## src/rtl/common_pkg.sv

```systemverilog
// Shared load/store encodings, data RAM geometry and LSU state type.
package common_pkg;

    localparam int unsigned DATA_RAM_DEPTH = 1024;

    // RV32I store funct3
    localparam logic [2:0] F3_SB  = 3'b000;
    localparam logic [2:0] F3_SH  = 3'b001;
    localparam logic [2:0] F3_SW  = 3'b010;

    // RV32I load funct3
    localparam logic [2:0] F3_LB  = 3'b000;
    localparam logic [2:0] F3_LH  = 3'b001;
    localparam logic [2:0] F3_LW  = 3'b010;
    localparam logic [2:0] F3_LBU = 3'b100;
    localparam logic [2:0] F3_LHU = 3'b101;

    typedef enum logic [1:0] {
        IDLE   = 2'd0,
        ACCESS = 2'd1,
        RESP   = 2'd2
    } lsu_state_t;

    // True when funct3 names a real load or store for the given direction.
    function automatic logic f3_legal(input logic is_store, input logic [2:0] f3);
        if (is_store)
            return (f3 == F3_SB) || (f3 == F3_SH) || (f3 == F3_SW);
        return (f3 == F3_LB) || (f3 == F3_LH) || (f3 == F3_LW) ||
               (f3 == F3_LBU) || (f3 == F3_LHU);
    endfunction

endpackage

```

## src/rtl/load_extend.sv

```systemverilog
// Selects the addressed byte/halfword of a memory word and sign- or zero-extends it.
import common_pkg::*;

module load_extend (
    input  logic [31:0] read_data,
    input  logic [1:0]  addr_lo,
    input  logic [2:0]  func3,
    output logic [31:0] ext_data_c
);

    logic [7:0]  byte_c;
    logic [15:0] half_c;

    // Lane select, then extension by load type.
    always_comb begin
        case (addr_lo)
            2'd0:    byte_c = read_data[7:0];
            2'd1:    byte_c = read_data[15:8];
            2'd2:    byte_c = read_data[23:16];
            default: byte_c = read_data[31:24];
        endcase
        half_c = addr_lo[1] ? read_data[31:16] : read_data[15:0];
        case (func3)
            F3_LB:   ext_data_c = {{24{byte_c[7]}}, byte_c};
            F3_LBU:  ext_data_c = {24'd0, byte_c};
            F3_LH:   ext_data_c = {{16{half_c[15]}}, half_c};
            F3_LHU:  ext_data_c = {16'd0, half_c};
            F3_LW:   ext_data_c = read_data;
            default: ext_data_c = 32'd0;
        endcase
    end

endmodule

```

## src/rtl/load_store_unit.sv

```systemverilog
// Data-memory initiator: one load/store per handshake, registered memory
// outputs, extended load data returned over a valid/ready response.
// Optional macro LSU_MISALIGN_TRAP_EN: misaligned halfword/word accesses fault;
// otherwise the address is silently aligned.
import common_pkg::*;

module load_store_unit #(
    parameter int unsigned ADDR_W     = 32,
    parameter int unsigned MEM_ADDR_W = 10
) (
    input  logic                  clk,
    input  logic                  reset_n,
    input  logic                  req_valid,
    output logic                  req_ready,
    input  logic                  req_is_store,
    input  logic [2:0]            req_func3,
    input  logic [ADDR_W-1:0]     req_addr,
    input  logic [31:0]           req_wdata,
    output logic                  resp_valid,
    input  logic                  resp_ready,
    output logic [31:0]           resp_rdata,
    output logic                  resp_err,
    output logic [MEM_ADDR_W-1:0] byte_address,
    output logic [2:0]            store_func3,
    output logic                  write_enable,
    output logic [31:0]           write_data,
    input  logic [31:0]           read_data
);

    lsu_state_t            state, state_nxt;
    logic                  is_store_q, is_store_nxt;
    logic                  req_ready_nxt, resp_valid_nxt, resp_err_nxt, write_enable_nxt;
    logic [31:0]           resp_rdata_nxt, write_data_nxt;
    logic [MEM_ADDR_W-1:0] byte_address_nxt;
    logic [2:0]            store_func3_nxt;

    logic                  fault_c, is_half_c, is_word_c;
    logic [MEM_ADDR_W-1:0] mem_addr_c;
    logic [31:0]           lane_data_c, ext_data_c;

    // store_func3 also carries the load funct3; memory ignores it without write_enable.
    load_extend u_load_extend (
        .read_data  (read_data),
        .addr_lo    (byte_address[1:0]),
        .func3      (store_func3),
        .ext_data_c (ext_data_c)
    );

    // Request decode: fault detection, address alignment, store lane replication.
    always_comb begin
        is_half_c  = (req_func3[1:0] == 2'b01);
        is_word_c  = (req_func3[1:0] == 2'b10);
        mem_addr_c = req_addr[MEM_ADDR_W-1:0];
`ifdef LSU_MISALIGN_TRAP_EN
        fault_c = (|req_addr[ADDR_W-1:MEM_ADDR_W]) || !f3_legal(req_is_store, req_func3) ||
                  (is_half_c && req_addr[0]) || (is_word_c && (req_addr[1:0] != 2'b00));
`else
        fault_c = (|req_addr[ADDR_W-1:MEM_ADDR_W]) || !f3_legal(req_is_store, req_func3);
        if (is_half_c) mem_addr_c[0]   = 1'b0;
        if (is_word_c) mem_addr_c[1:0] = 2'b00;
`endif
        case (req_func3)
            F3_SB:   lane_data_c = {4{req_wdata[7:0]}};
            F3_SH:   lane_data_c = {2{req_wdata[15:0]}};
            default: lane_data_c = req_wdata;
        endcase
    end

    // Next state and next registered outputs; everything holds by default.
    always_comb begin
        state_nxt        = state;
        is_store_nxt     = is_store_q;
        req_ready_nxt    = req_ready;
        resp_valid_nxt   = resp_valid;
        resp_err_nxt     = resp_err;
        resp_rdata_nxt   = resp_rdata;
        byte_address_nxt = byte_address;
        store_func3_nxt  = store_func3;
        write_enable_nxt = 1'b0;
        write_data_nxt   = write_data;
        case (state)
            IDLE: begin
                if (req_valid) begin
                    req_ready_nxt = 1'b0;
                    if (fault_c) begin
                        state_nxt      = RESP;
                        resp_valid_nxt = 1'b1;
                        resp_err_nxt   = 1'b1;
                        resp_rdata_nxt = 32'd0;
                    end else begin
                        state_nxt        = ACCESS;
                        is_store_nxt     = req_is_store;
                        byte_address_nxt = mem_addr_c;
                        store_func3_nxt  = req_func3;
                        write_data_nxt   = lane_data_c;
                        write_enable_nxt = req_is_store;
                    end
                end
            end
            ACCESS: begin
                state_nxt      = RESP;
                resp_valid_nxt = 1'b1;
                resp_err_nxt   = 1'b0;
                resp_rdata_nxt = is_store_q ? 32'd0 : ext_data_c;
            end
            RESP: begin
                if (resp_ready) begin
                    state_nxt      = IDLE;
                    req_ready_nxt  = 1'b1;
                    resp_valid_nxt = 1'b0;
                    resp_err_nxt   = 1'b0;
                    resp_rdata_nxt = 32'd0;
                end
            end
            default: begin
                state_nxt      = IDLE;
                req_ready_nxt  = 1'b1;
                resp_valid_nxt = 1'b0;
                resp_err_nxt   = 1'b0;
            end
        endcase
    end

    // State register.
    always_ff @(posedge clk or negedge reset_n) begin
        if (!reset_n) state <= IDLE;
        else          state <= state_nxt;
    end

    // Output and request-context registers; reset drops any in-flight store.
    always_ff @(posedge clk or negedge reset_n) begin
        if (!reset_n) begin
            is_store_q   <= 1'b0;
            req_ready    <= 1'b1;
            resp_valid   <= 1'b0;
            resp_err     <= 1'b0;
            resp_rdata   <= 32'd0;
            byte_address <= '0;
            store_func3  <= F3_SW;
            write_enable <= 1'b0;
            write_data   <= 32'd0;
        end else begin
            is_store_q   <= is_store_nxt;
            req_ready    <= req_ready_nxt;
            resp_valid   <= resp_valid_nxt;
            resp_err     <= resp_err_nxt;
            resp_rdata   <= resp_rdata_nxt;
            byte_address <= byte_address_nxt;
            store_func3  <= store_func3_nxt;
            write_enable <= write_enable_nxt;
            write_data   <= write_data_nxt;
        end
    end

endmodule

```

## config.mk

```make
export PLATFORM = sky130hd
export DESIGN_NAME = load_store_unit
export DESIGN_NICKNAME = d
export VERILOG_FILES = /design/src/rtl/common_pkg.sv /design/src/rtl/load_extend.sv /design/src/rtl/load_store_unit.sv
export SDC_FILE = /design/constraint.sdc
export NUM_CORES = 1
export LEC_CHECK = 0
export ABC_AREA = 1
export CAP_MARGIN = 40
export CORE_UTILIZATION = 49
export DETAILED_ROUTE_END_ITERATION = 10
export GPL_ROUTABILITY_DRIVEN = 0
export PLACE_DENSITY_LB_ADDON = 0.2
export SYNTH_ARGS = -nofsm -noshare
export SYNTH_HDL_FRONTEND = slang
export SYNTH_HIERARCHICAL = 1
export SYNTH_SLANG_ARGS = --single-unit
```

## constraint.sdc

```tcl
create_clock -name clk -period 4.42 [get_ports clk]
set_clock_uncertainty 0.2 [all_clocks]
set_input_delay 0.884 -clock clk [delete_from_list [all_inputs] [get_ports clk]]
set_output_delay 0.884 -clock clk [all_outputs]
set_load 0.02 [all_outputs]
```

==> qor.yml <==
run_status:
  status: "finished, final reports clean"
synth:
  synth.cell_area_sq_um: 5100
  synth_cell_types: 34
  ys_seq_area_frac: 0.412
  synth_nets: 827
  ys.warnings.count: 6
  netlist_instances: 723
  syn-mean-instance-area_sq_um: 7.06
  ys_seq_elements: 84
timing:
  worstMarginPinSlew_ns: 0.890
  rsz0062_at_grt: "false"
  fin_setup_tns_ns: 0
  final-setup-viol-count: 0
  fmax_mhz: 317
  hold_viol: 0
  slew-limit-headroom: 0.404
  post-route-min-period_ns: 3.15
  slew_violations: 0
  post-route-period-util: 0.713
  layout_setup_ws_ns: 1.27
die:
  start_util: 0.513
  io_pins: 185
  die_h_um: 104
  coreArea_sq_um: 9950
  die_x_um: 104
  dieArea_sq_um: 10800
  rows: 36
clock_tree:
  numCtsBuffers: 9
  post_cts_buffers: 0
  h-tree-depth: 3
  hold_buffers: 0
  cts_sinks: 84
  cts-resized-gates: 0
  clockBufferDepth: 2
  cts_tree: "yes"
  cts-root-buf: "clkbuf_8"
  clk_latency_ns: 0.36
  cts.clk_slew.worst_paths_ns: 0.09
finish:
  fill_cells: 831
  fin_nets: 993
  utilization: 0.719
  layout-drive-gt1-share: 0.0772
  final_cell_mix: "nand2_1 (301), clkdlybuf4s50_1 (183), inv_1 (88)"
  syn_to_final_growth_pct: 40.3
  final_common_cell: "nand2_1"
  num_antenna_cells: 0
routing:
  drt-total-wl_um: 14500
  detail_route.first_pass.iterations: 5
  vias_per_cell: 5.13
  wl_per_cell_um: 14.1
  num_vias: 5264
  ant_nets: 0
  drtIter0Drc: 310
  drc_errors: 0
critical_path:
  critical_path.slowest_cell: "clkdlybuf4s50_1"
  path_cells: "clkdlybuf4s50_1 > nor2_1 > nor2_2 > nor2_2 > nand2_2 > nor2_8 > nand3_4 > nand2_1 > o21ai_1"
  cp_max_fo: 69
  cp-start-kind: "primary input"
  arrival_ns: 3.18
  endpoint_kind: "register"
  cp.required_ns: 4.45
  max_stage_delay_ns: 0.63
  cpMostUsedCell: "nor2_2"
  critPathKind: "in2reg"
run:
  drv_cap: 0
grt:
  antenna_found_initial: 0
  grt_pass1_vias: 5108
  overflow: 0
  grt_max_degree: 70
  track_usage: 0.274
  grt_pass1_wl_um: 23600
placed_design:
  place_ws_ns: 0.915
  dp_hpwl_um: 10700
  port_buffers: 184
pwr:
  power_density_nw_per_um2: 251
  power_leakage_nw: 3.67
  ir_worst_vdd_uv: 196
worst_hold_path:
  hold_class: "in2async"
cell usage after synthesis (all sizes together):
master,n,area (sq um)
nor2,50,228
or2,3,18.8
a21oi,6,30.0
nor3,3,26.3
dfrtp,82,2050
o211ai,4,30.0
nand3b,4,42.5
nand2,305,1160
o21a,1,7.51
nand3,70,490
dfstp,2,52.6
o21ai,50,254
inv,93,354
nand4,16,100
buf,25,220
clkbuf,9,33.8
logic make-up after synthesis:
group / after synthesis / synth area share
AO/OA/AOI/OAI: 61 / 0.0630
buffers and inverters: 127 / 0.119
flip-flops: 84 / 0.412
AND/OR/NAND/NOR: 451 / 0.406
worst max-delay path: cells and delay by family:
| family | cells | cell delay [ns] |
|---|---|---|
| AND/OR/NAND/NOR | 7 | 1.56 |
| buffers and inverters | 1 | 0.63 |
| AO/OA/AOI/OAI | 1 | 0.09 |
metrics by stage:
stage               std cells  area, sq um  power [mW]  hold slack, ns
floorplan                 723         5100        1.01           0.260
global placement         1009         6880        1.17           0.255
detailed placement       1010         6910        1.18           0.258
CTS                      1026         7130        1.81           0.261
global route             1027         7160        1.88           0.270
finish                   1027         7160        1.80           0.265
per-layer routing:
layer,track usage,up-vias,share of wire
li1,-,2569,-
met1,0.318,2421,0.39
met2,0.491,236,0.51
met3,0.0589,38,0.069
met4,0.107,0,0.027
met5,0,-,0
sequential cells by signal, indices dropped and copies added (netlist names):
name	flops
state	2
write_data	32
byte_address	10
resp_rdata	32
resp_err	1
is_store_q	1
store_func3	3
resp_valid	1
write_enable	1
req_ready	1
worst paths after layout:
path	from	endpoint	slack, ns	cells after the start
worst max-delay path	req_func3[1]	write_data[22]	1.27	9
worst min-delay path	reset_n	resp_rdata[9]	0.27	1
worst max register to register	state[1]	resp_rdata[25]	1.98	8
worst min register to register	resp_rdata[8]	resp_rdata[8]	0.27	2
max in group asynchronous	reset_n	req_ready	3.10	2
min in group clk	resp_rdata[8]	resp_rdata[8]	0.27	2
cell type report:
type,count,area [sq um],share of cell area
Multi-Input combinational cell,512,2400,0.335
Inverter,93,354,0.0494
Clock buffer,9,124,0.0173
Sequential cell,84,2100,0.294
Tap cell,133,166,0.0232
Timing Repair Buffer,189,1920,0.268
Clock inverter,7,98.8,0.0138
power breakdown:
group,total [mW],switching [mW],internal [mW]
Clock,0.633,0.309,0.324
Sequential,0.803,0.0130,0.790
Combinational,0.363,0.210,0.153
No activity file was read; power rests on OpenSTA's default activity.
